**src/rtl/shift_sequencer_pkg.sv**
```systemverilog
// rtl/shift_sequencer_pkg.sv - shared encodings and constants for the shift sequencer
package shift_sequencer_pkg;

    localparam int DATA_W     = 32;
    localparam int SHAMT_W    = 5;
    localparam int NUM_STAGES = 5;

    typedef enum logic [1:0] {
        OP_SLL = 2'b00,
        OP_SRL = 2'b01,
        OP_SRA = 2'b10,
        OP_ILL = 2'b11
    } op_e;

    typedef enum logic [1:0] {
        ST_IDLE  = 2'b00,
        ST_SHIFT = 2'b01,
        ST_DONE  = 2'b10
    } state_e;

    // Stage k shifts by 16 >> k, so the MSB of shamt is consumed first.
    function automatic logic [SHAMT_W-1:0] stage_amount(input logic [2:0] k);
        logic [SHAMT_W-1:0] base;
        base = 5'd16;
        return base >> k;
    endfunction

endpackage

```
**src/rtl/shift_sequencer_if.sv**
```systemverilog
// rtl/shift_sequencer_if.sv - request/response bundle of the shift sequencer
interface shift_sequencer_if;
    import shift_sequencer_pkg::*;

    logic               start;
    logic [1:0]         op;
    logic [DATA_W-1:0]  data;
    logic [SHAMT_W-1:0] shamt;
    logic               flush;
    logic               ready;
    logic               busy;
    logic               done;
    logic               illegal_op;
    logic [DATA_W-1:0]  result;

    modport master (
        output start, op, data, shamt, flush,
        input  ready, busy, done, illegal_op, result
    );

    modport slave (
        input  start, op, data, shamt, flush,
        output ready, busy, done, illegal_op, result
    );

endinterface

```
**src/rtl/shift_sequencer_stage.sv**
```systemverilog
// rtl/shift_sequencer_stage.sv - one combinational shift stage with selectable fill
module shift_stage
    import shift_sequencer_pkg::*;
(
    input  logic [DATA_W-1:0]  word,
    input  logic [SHAMT_W-1:0] amount,
    input  logic               direction,
    input  logic               fill,
    input  logic               enable,
    output logic [DATA_W-1:0]  shifted
);

    logic [DATA_W-1:0] ones;
    logic [DATA_W-1:0] fill_mask;
    logic [DATA_W-1:0] moved;

    // direction: 0 = left, 1 = right; vacated positions take the fill bit.
    always_comb begin
        ones      = '1;
        fill_mask = '0;
        moved     = word;
        if (direction) begin
            moved     = word >> amount;
            fill_mask = ~(ones >> amount);
        end else begin
            moved     = word << amount;
            fill_mask = ~(ones << amount);
        end
        shifted = enable ? (moved | (fill ? fill_mask : '0)) : word;
    end

endmodule

```
**src/rtl/shift_sequencer.sv**
```systemverilog
// rtl/shift_sequencer.sv - five-stage iterative barrel shifter with fixed latency
module shift_sequencer
    import shift_sequencer_pkg::*;
(
    input  logic             clk,
    input  logic             reset,
    shift_sequencer_if.slave bus
);

    localparam logic [2:0] LAST_STAGE = 3'(NUM_STAGES - 1);

    state_e             state;
    state_e             state_nxt;
    logic [2:0]         stage;
    logic [DATA_W-1:0]  work;
    logic [DATA_W-1:0]  work_nxt;
    logic [DATA_W-1:0]  result_q;
    logic [SHAMT_W-1:0] shamt_q;
    op_e                op_q;
    logic               fill_q;
    logic               accept;
    logic               done_int;
    logic               stage_en;

    assign accept   = (state == ST_IDLE) && bus.start && !bus.flush;
    assign stage_en = shamt_q[3'd4 - stage] && (op_q != OP_ILL);

    shift_stage u_stage (
        .word      (work),
        .amount    (stage_amount(stage)),
        .direction (op_q != OP_SLL),
        .fill      (fill_q && (op_q == OP_SRA)),
        .enable    (stage_en),
        .shifted   (work_nxt)
    );

    always_ff @(posedge clk) begin
        if (reset) begin
            state    <= ST_IDLE;
            stage    <= '0;
            work     <= '0;
            result_q <= '0;
            shamt_q  <= '0;
            op_q     <= OP_SLL;
            fill_q   <= 1'b0;
        end else begin
            state <= state_nxt;
            case (state)
                ST_IDLE: begin
                    if (accept) begin
                        work    <= bus.data;
                        shamt_q <= bus.shamt;
                        op_q    <= op_e'(bus.op);
                        fill_q  <= bus.data[DATA_W-1];
                        stage   <= '0;
                    end
                end
                ST_SHIFT: begin
                    work  <= work_nxt;
                    stage <= stage + 3'd1;
                end
                ST_DONE: begin
                    if (!bus.flush) result_q <= work;
                    stage <= '0;
                end
                default: stage <= '0;
            endcase
        end
    end

    always_comb begin
        state_nxt = state;
        case (state)
            ST_IDLE:  if (accept) state_nxt = ST_SHIFT;
            ST_SHIFT: begin
                if (bus.flush)                state_nxt = ST_IDLE;
                else if (stage == LAST_STAGE) state_nxt = ST_DONE;
            end
            ST_DONE:  state_nxt = ST_IDLE;
            default:  state_nxt = ST_IDLE;
        endcase
    end

    // A flush or reset landing in the DONE cycle hides the pulse and keeps the old result visible.
    always_comb begin
        done_int       = (state == ST_DONE) && !bus.flush && !reset;
        bus.ready      = (state == ST_IDLE);
        bus.busy       = (state != ST_IDLE);
        bus.done       = done_int;
        bus.illegal_op = done_int && (op_q == OP_ILL);
        bus.result     = done_int ? work : result_q;
    end

endmodule

```
**src/flat_wrapper.sv**
```systemverilog
// flat-port wrapper written by rule: the top's interface ports become plain ports
module shift_sequencer_flat import shift_sequencer_pkg::*;
  (clk, reset, bus_start, bus_op, bus_data, bus_shamt, bus_flush, bus_ready, bus_busy, bus_done, bus_illegal_op, bus_result);
  shift_sequencer_if bus_i ();
  input  logic clk;
  input  logic reset;
  input wire logic [$bits(bus_i.start)-1:0] bus_start;
  input wire logic [$bits(bus_i.op)-1:0] bus_op;
  input wire logic [$bits(bus_i.data)-1:0] bus_data;
  input wire logic [$bits(bus_i.shamt)-1:0] bus_shamt;
  input wire logic [$bits(bus_i.flush)-1:0] bus_flush;
  output wire logic [$bits(bus_i.ready)-1:0] bus_ready;
  output wire logic [$bits(bus_i.busy)-1:0] bus_busy;
  output wire logic [$bits(bus_i.done)-1:0] bus_done;
  output wire logic [$bits(bus_i.illegal_op)-1:0] bus_illegal_op;
  output wire logic [$bits(bus_i.result)-1:0] bus_result;
  assign bus_i.start = bus_start;
  assign bus_i.op = bus_op;
  assign bus_i.data = bus_data;
  assign bus_i.shamt = bus_shamt;
  assign bus_i.flush = bus_flush;
  assign bus_ready = bus_i.ready;
  assign bus_busy = bus_i.busy;
  assign bus_done = bus_i.done;
  assign bus_illegal_op = bus_i.illegal_op;
  assign bus_result = bus_i.result;
  shift_sequencer u_core (.clk(clk), .reset(reset), .bus(bus_i));
endmodule
```
**config.mk**
```make
export PLATFORM = sky130hd
export DESIGN_NAME = shift_sequencer_flat
export DESIGN_NICKNAME = d
export VERILOG_FILES = /design/src/rtl/shift_sequencer_pkg.sv /design/src/rtl/shift_sequencer_if.sv /design/src/rtl/shift_sequencer_stage.sv /design/src/rtl/shift_sequencer.sv /design/src/flat_wrapper.sv
export SDC_FILE = /design/constraint.sdc
export NUM_CORES = 1
export LEC_CHECK = 0
export CAP_MARGIN = 20
export CORE_ASPECT_RATIO = 1.75
export CORE_MARGIN = 2
export CORE_UTILIZATION = 50
export CTS_CLUSTER_SIZE = 24
export DETAILED_ROUTE_END_ITERATION = 10
export GPL_ROUTABILITY_DRIVEN = 0
export PLACE_DENSITY = 0.82
export SKIP_LAST_GASP = 1
export SYNTH_ARGS = -nofsm -noshare
export SYNTH_HDL_FRONTEND = slang
export SYNTH_SLANG_ARGS = --single-unit
```
**constraint.sdc**
```tcl
create_clock -name clk -period 2.7 [get_ports clk]
set_clock_uncertainty 0.05 [all_clocks]
set_input_delay 0.675 -clock clk [delete_from_list [all_inputs] [get_ports clk]]
set_output_delay 0.675 -clock clk [all_outputs]
set_load 0.01 [all_outputs]
```
==> results.md, run 1 <==
- Core Rows: 59
- Post-Place Cell Area: 0.00981 mm²
- Port bufs: 78
- Yosys cell types: 78
- Post-synth top area cell: dfxtp_1
- Failing step: global routing
- Die Wd: 97.6 µm
- Seq cells post-synth: 77
- Total grt overflow: 9
- Max clock buf depth: 2
- Post-synthesis cell area: 0.00766 mm²
- Worst_ep grt: u_core.work[31]$_SDFFE_PP0P_/D
- All-Layer GR Usage: 61.6%
- H-tree Lvls: 3
- Ys flop type: dfxtp_1
- Status: did not finish
- Mean area per synthesized cell: 7.78 µm²
- Ys async rst share: 0%
- Top-area cell type share of the netlist area: 20.1%
- Die Y: 168 µm
- Tool error: [ERROR GRT-0232] Routing congestion too high. Check the congestion heatmap in the GUI.
- HPWL after detailed placement: 26.9 mm
- Hold buffers post-CTS: 0
- Top Ports: 79
- Total CTS buffers: 9
- Initial core utilization: 51.4%
- Sequential element share of the synthesized area: 20.1%
- Mapped Nets: 1038
- Post-synth EDFFs: 0
- Synth warn: 0
- Top-count cell post-synth: nand2_1
- Post-synth top cells: 197 x nand2_1, 78 x mux2i_1, 77 x dfxtp_1
- CTS Sinks: 77
- Largest cells by area after synthesis: dfxtp_1 20%, mux2i_1 10%, nand2_1 9.7%, mux4_2 7.6%, a22o_1 4.0%
- DP Cell Count: 1340
- Pin count of the biggest net entering global routing: 40
- Worst_ep kind: sequential cell input
- Cell count after synthesis: 985
- Clk Tree Root Cell: clkbuf_16
kinds of logic after synthesis:
kind of cell             share of synthesized area [%]
multiplexers                                      22.4
buffers and inverters                             7.40
AND/OR/NAND/NOR                                   21.6
AO/OA/AOI/OAI                                     26.8
flip-flops                                        20.1
adder cells (fa/ha/maj)                           1.63
layer usage:
metal / GRT overflow / global-route usage, %
met1: 0 / 59.8
met2: 4 / 79.1
met3: 0 / 45.7
met4: 5 / 63.6
met5: 0 / 9.85
through the flow:
stage	setup TNS [ps]	hold WS, ps	setup slack (ps)
CTS	-38.7	398	-18.9
detailed placement	-21540	389	-580
floorplan	0	373	4.48
global placement	-21120	383	-542
timing repair:
action / CTS
setup buffers: 11
pin swaps: 15
gates cloned: 4
setup endpoints to repair: 64
resized for setup: 177
==> run 2, diff against run 1 <==
--- a/config.mk
+++ b/config.mk
@@ -6,13 +6,11 @@
 export NUM_CORES = 1
 export LEC_CHECK = 0
 export CAP_MARGIN = 20
-export CORE_ASPECT_RATIO = 1.75
 export CORE_MARGIN = 2
-export CORE_UTILIZATION = 50
-export CTS_CLUSTER_SIZE = 24
+export CORE_UTILIZATION = 35
 export DETAILED_ROUTE_END_ITERATION = 10
 export GPL_ROUTABILITY_DRIVEN = 0
-export PLACE_DENSITY = 0.82
+export PLACE_DENSITY_LB_ADDON = 0.15
 export SKIP_LAST_GASP = 1
 export SYNTH_ARGS = -nofsm -noshare
 export SYNTH_HDL_FRONTEND = slang
==> constraint.sdc (replaced) <==
create_clock -name clk -period 3.5 [get_ports clk]
set_clock_uncertainty 0.05 [all_clocks]
set_input_delay 0.875 -clock clk [delete_from_list [all_inputs] [get_ports clk]]
set_output_delay 0.875 -clock clk [all_outputs]
set_load 0.01 [all_outputs]
==> run 2 against run 1 <==
  * The flow now finishes without violations
  * Synthesized cell count is the same
  * Synthesized area did not move
==> results.md, run 2 <==
- Status: complete, no violations (was did not finish)
- Largest cells by area after synthesis: dfxtp_1 20%, mux2i_1 10%, nand2_1 9.7%, mux4_2 7.6%, a22o_1 4.0% (unchanged)
- Setup WS pre-CTS: -138 ps (was -580 ps)
- Period Utilization, post-route: 99.1%
- Die Wd: 152 µm (was 97.6 µm)
- Starting DRT DRC Count: 1282
- CTS tree: done
- Ys flop type: dfxtp_1 (unchanged)
- Clk pin slew, worst setup/hold paths: 60 ps
- Final Worst Setup Slack: 32.1 ps
- Commonest non-fill, non-tap cell in the layout: nand2_1
- Routed Antenna Nets: 0
- Total CTS buffers: 9 (unchanged)
- Top Registers: u_core.result_q: 32 flops, u_core.work: 32 flops, u_core.shamt_q: 5 flops
- CTS Sinks: 77 (unchanged)
- Worst slew pin tran: 797 ps
- Cell count after synthesis: 985 (unchanged)
- HPWL after detailed placement: 25.6 mm (was 26.9 mm)
- Pin count of the biggest net entering global routing: 43
- Tightest Hold Check Type: flop to flop
- Total grt overflow: 0
- Drt drc: 0
- Wire per inst: 26.2 µm
- Top-count cell post-synth: nand2_1 (unchanged)
- H-tree Lvls: 3 (unchanged)
- Final Max Tran Viols: 0
- Yosys cell types: 78 (unchanged)
- Crit path DAT: 2540 ps
- Max clock buf depth: 2 (unchanged)
- Crit path launch type: input pin
- Leak pwr: 3.90 nW
- Vias: 8788
- Ys async rst share: 0% (unchanged)
- Post-synth top cells: 197 x nand2_1, 78 x mux2i_1, 77 x dfxtp_1 (unchanged)
- DP Cell Count: 1322 (was 1340)
- Initial core utilization: 35.4% (was 51.4%)
- Layout net count: 1111
- First-pass GRT wire length: 52.1 mm
- Area growth syn-to-layout: 22.9%
- Worst-path maximum fanout: 13
- Post-synth top area cell: dfxtp_1 (unchanged)
- Seq cells post-synth: 77 (unchanged)
- # diodes: 0
- Total die area: 0.0231 mm²
- Post-Route Utilization: 43.6%
- Vias in the first global route: 8180
- CP Data Required Time: 2570 ps
- Top Ports: 79 (unchanged)
- Mapped Nets: 1038 (unchanged)
- Mean area per synthesized cell: 7.78 µm² (unchanged)
- Via density: 6.54
- Clk Tree Root Cell: clkbuf_16 (unchanged)
- Relative slew slack: 46.9%
- Post-synthesis cell area: 0.00766 mm² (unchanged)
- Final setup violation count: 0
- FILL cells: 2249
- All-Layer GR Usage: 29.1%
- Max Cap Violations: 0
- Core Rows: 54 (was 59)
- Worst vdd ir: 0.210 mV
- Drt first pass iters: 6
- Final Non-Filler Cells: 1343
- Final Power: 2.63 mW
- Power density over the cells: 279 mW/mm²
- Port bufs: 78 (unchanged)
- FMAX: 0.288 GHz
- Commonest cells after routing, fill and taps aside: 197 x nand2_1, 78 x mux2i_1, 77 x dfxtp_1, 76 x buf_4, 62 x nor2_1
- Synth warn: 0 (unchanged)
- WS Path Type: input pin to output pin
- Die Y: 152 µm (was 168 µm)
- Final hold vios: 0
- Crit. End Element: output pin
- Layout cell share with drive strength beyond 1: 17.6%
- Initial antenna violation count: 0
- Core Area: 0.0216 mm²
- Sequential element share of the synthesized area: 20.1% (unchanged)
- Top-area cell type share of the netlist area: 20.1% (unchanged)
- Post-synth EDFFs: 0 (unchanged)
- Worst skew pair latency: 360 ps
- Detailed Route WL: 35.2 mm
- Final min period: 3470 ps
- RSZ-0062 raised after global routing: no
-- run 2: cell counts after synthesis --
No cell type changed its count.
-- run 2: per-layer routing --
| layer | up-vias | routed length [µm] | GRT usage [%] |
|---|---|---|---|
| met4 | 0 | 2200 | 16.3 |
| met5 | - | 0 | 0 |
| met1 | 4108 | 14200 | 38.7 |
| met2 | 686 | 14700 | 42.9 |
| li1 | 3848 | - | - |
| met3 | 146 | 4100 | 7.50 |
-- run 2: area by class of cell --
class	instances	area, µm²	share of cell area (%)
timing repair buffer	163	1590	16.9
tap	280	350	3.72
clock inverter	6	71.3	0.757
timing repair inverter	1	8.76	0.0930
multi-input combinational	796	5580	59.2
clock buffer	10	229	2.43
inverter	10	50.0	0.531
sequential	77	1540	16.4
-- run 2: worst max-delay path, stage by stage --
cell	delay, ps
clkdlybuf4s50_1	420
or3_4	460
clkinv_8	120
nand2_1	60
nand2_1	70
clkdlybuf4s50_1	520
-- run 2: repair_timing --
action,in CTS,in global routing
hold buffers,0,0
setup buffers,0,2
setup endpoints to repair,33,26
cloned,1,3
pin swaps,0,1
gates resized for setup,12,29
-- run 2: power by group --
group	total [mW]	internal (mW)	switching [mW]
clock network	0.971	0.559	0.412
registers	1.00	0.907	0.0956
logic	0.656	0.260	0.395
total	2.63	1.73	0.903
-- run 2: logic make-up (layout without fill, tap and decap cells) --
logic type	after synthesis	in the layout	share of synthesized area, %
AOI/OAI and AO/OA	283	283	26.8
adders and majority gates	10	10	1.63
buffers and inverters	112	190	7.40
DFF	77	77	20.1
muxes	133	133	22.4
and+or+nand+nor	370	370	21.6
-- run 2: final timing paths --
| kind | end | startpoint | depth (start not counted) | slack, ps |
|---|---|---|---|---|
| max | bus_result[1] | bus_flush | 6 | 30 |
| min | u_core.result_q[27] | u_core.result_q[27] | 2 | 390 |
| max reg2reg | u_core.work[6] | u_core.stage[0] | 10 | 130 |
| min reg2reg | u_core.result_q[27] | u_core.result_q[27] | 2 | 390 |
-- run 2: through the flow --
step / setup TNS (ps) / cell area, µm² / hold WS [ps]
2_1_floorplan: 0 / 7660 / 373
3_3_place_gp: -3390 / 8960 / 382
3_5_place_dp: -3350 / 8960 / 385
4_1_cts: -2350 / 9290 / 396
5_1_grt: 0 / 9420 / 435
6_report: 0 / 9420 / 392
(Power assumes the default switching activity.)
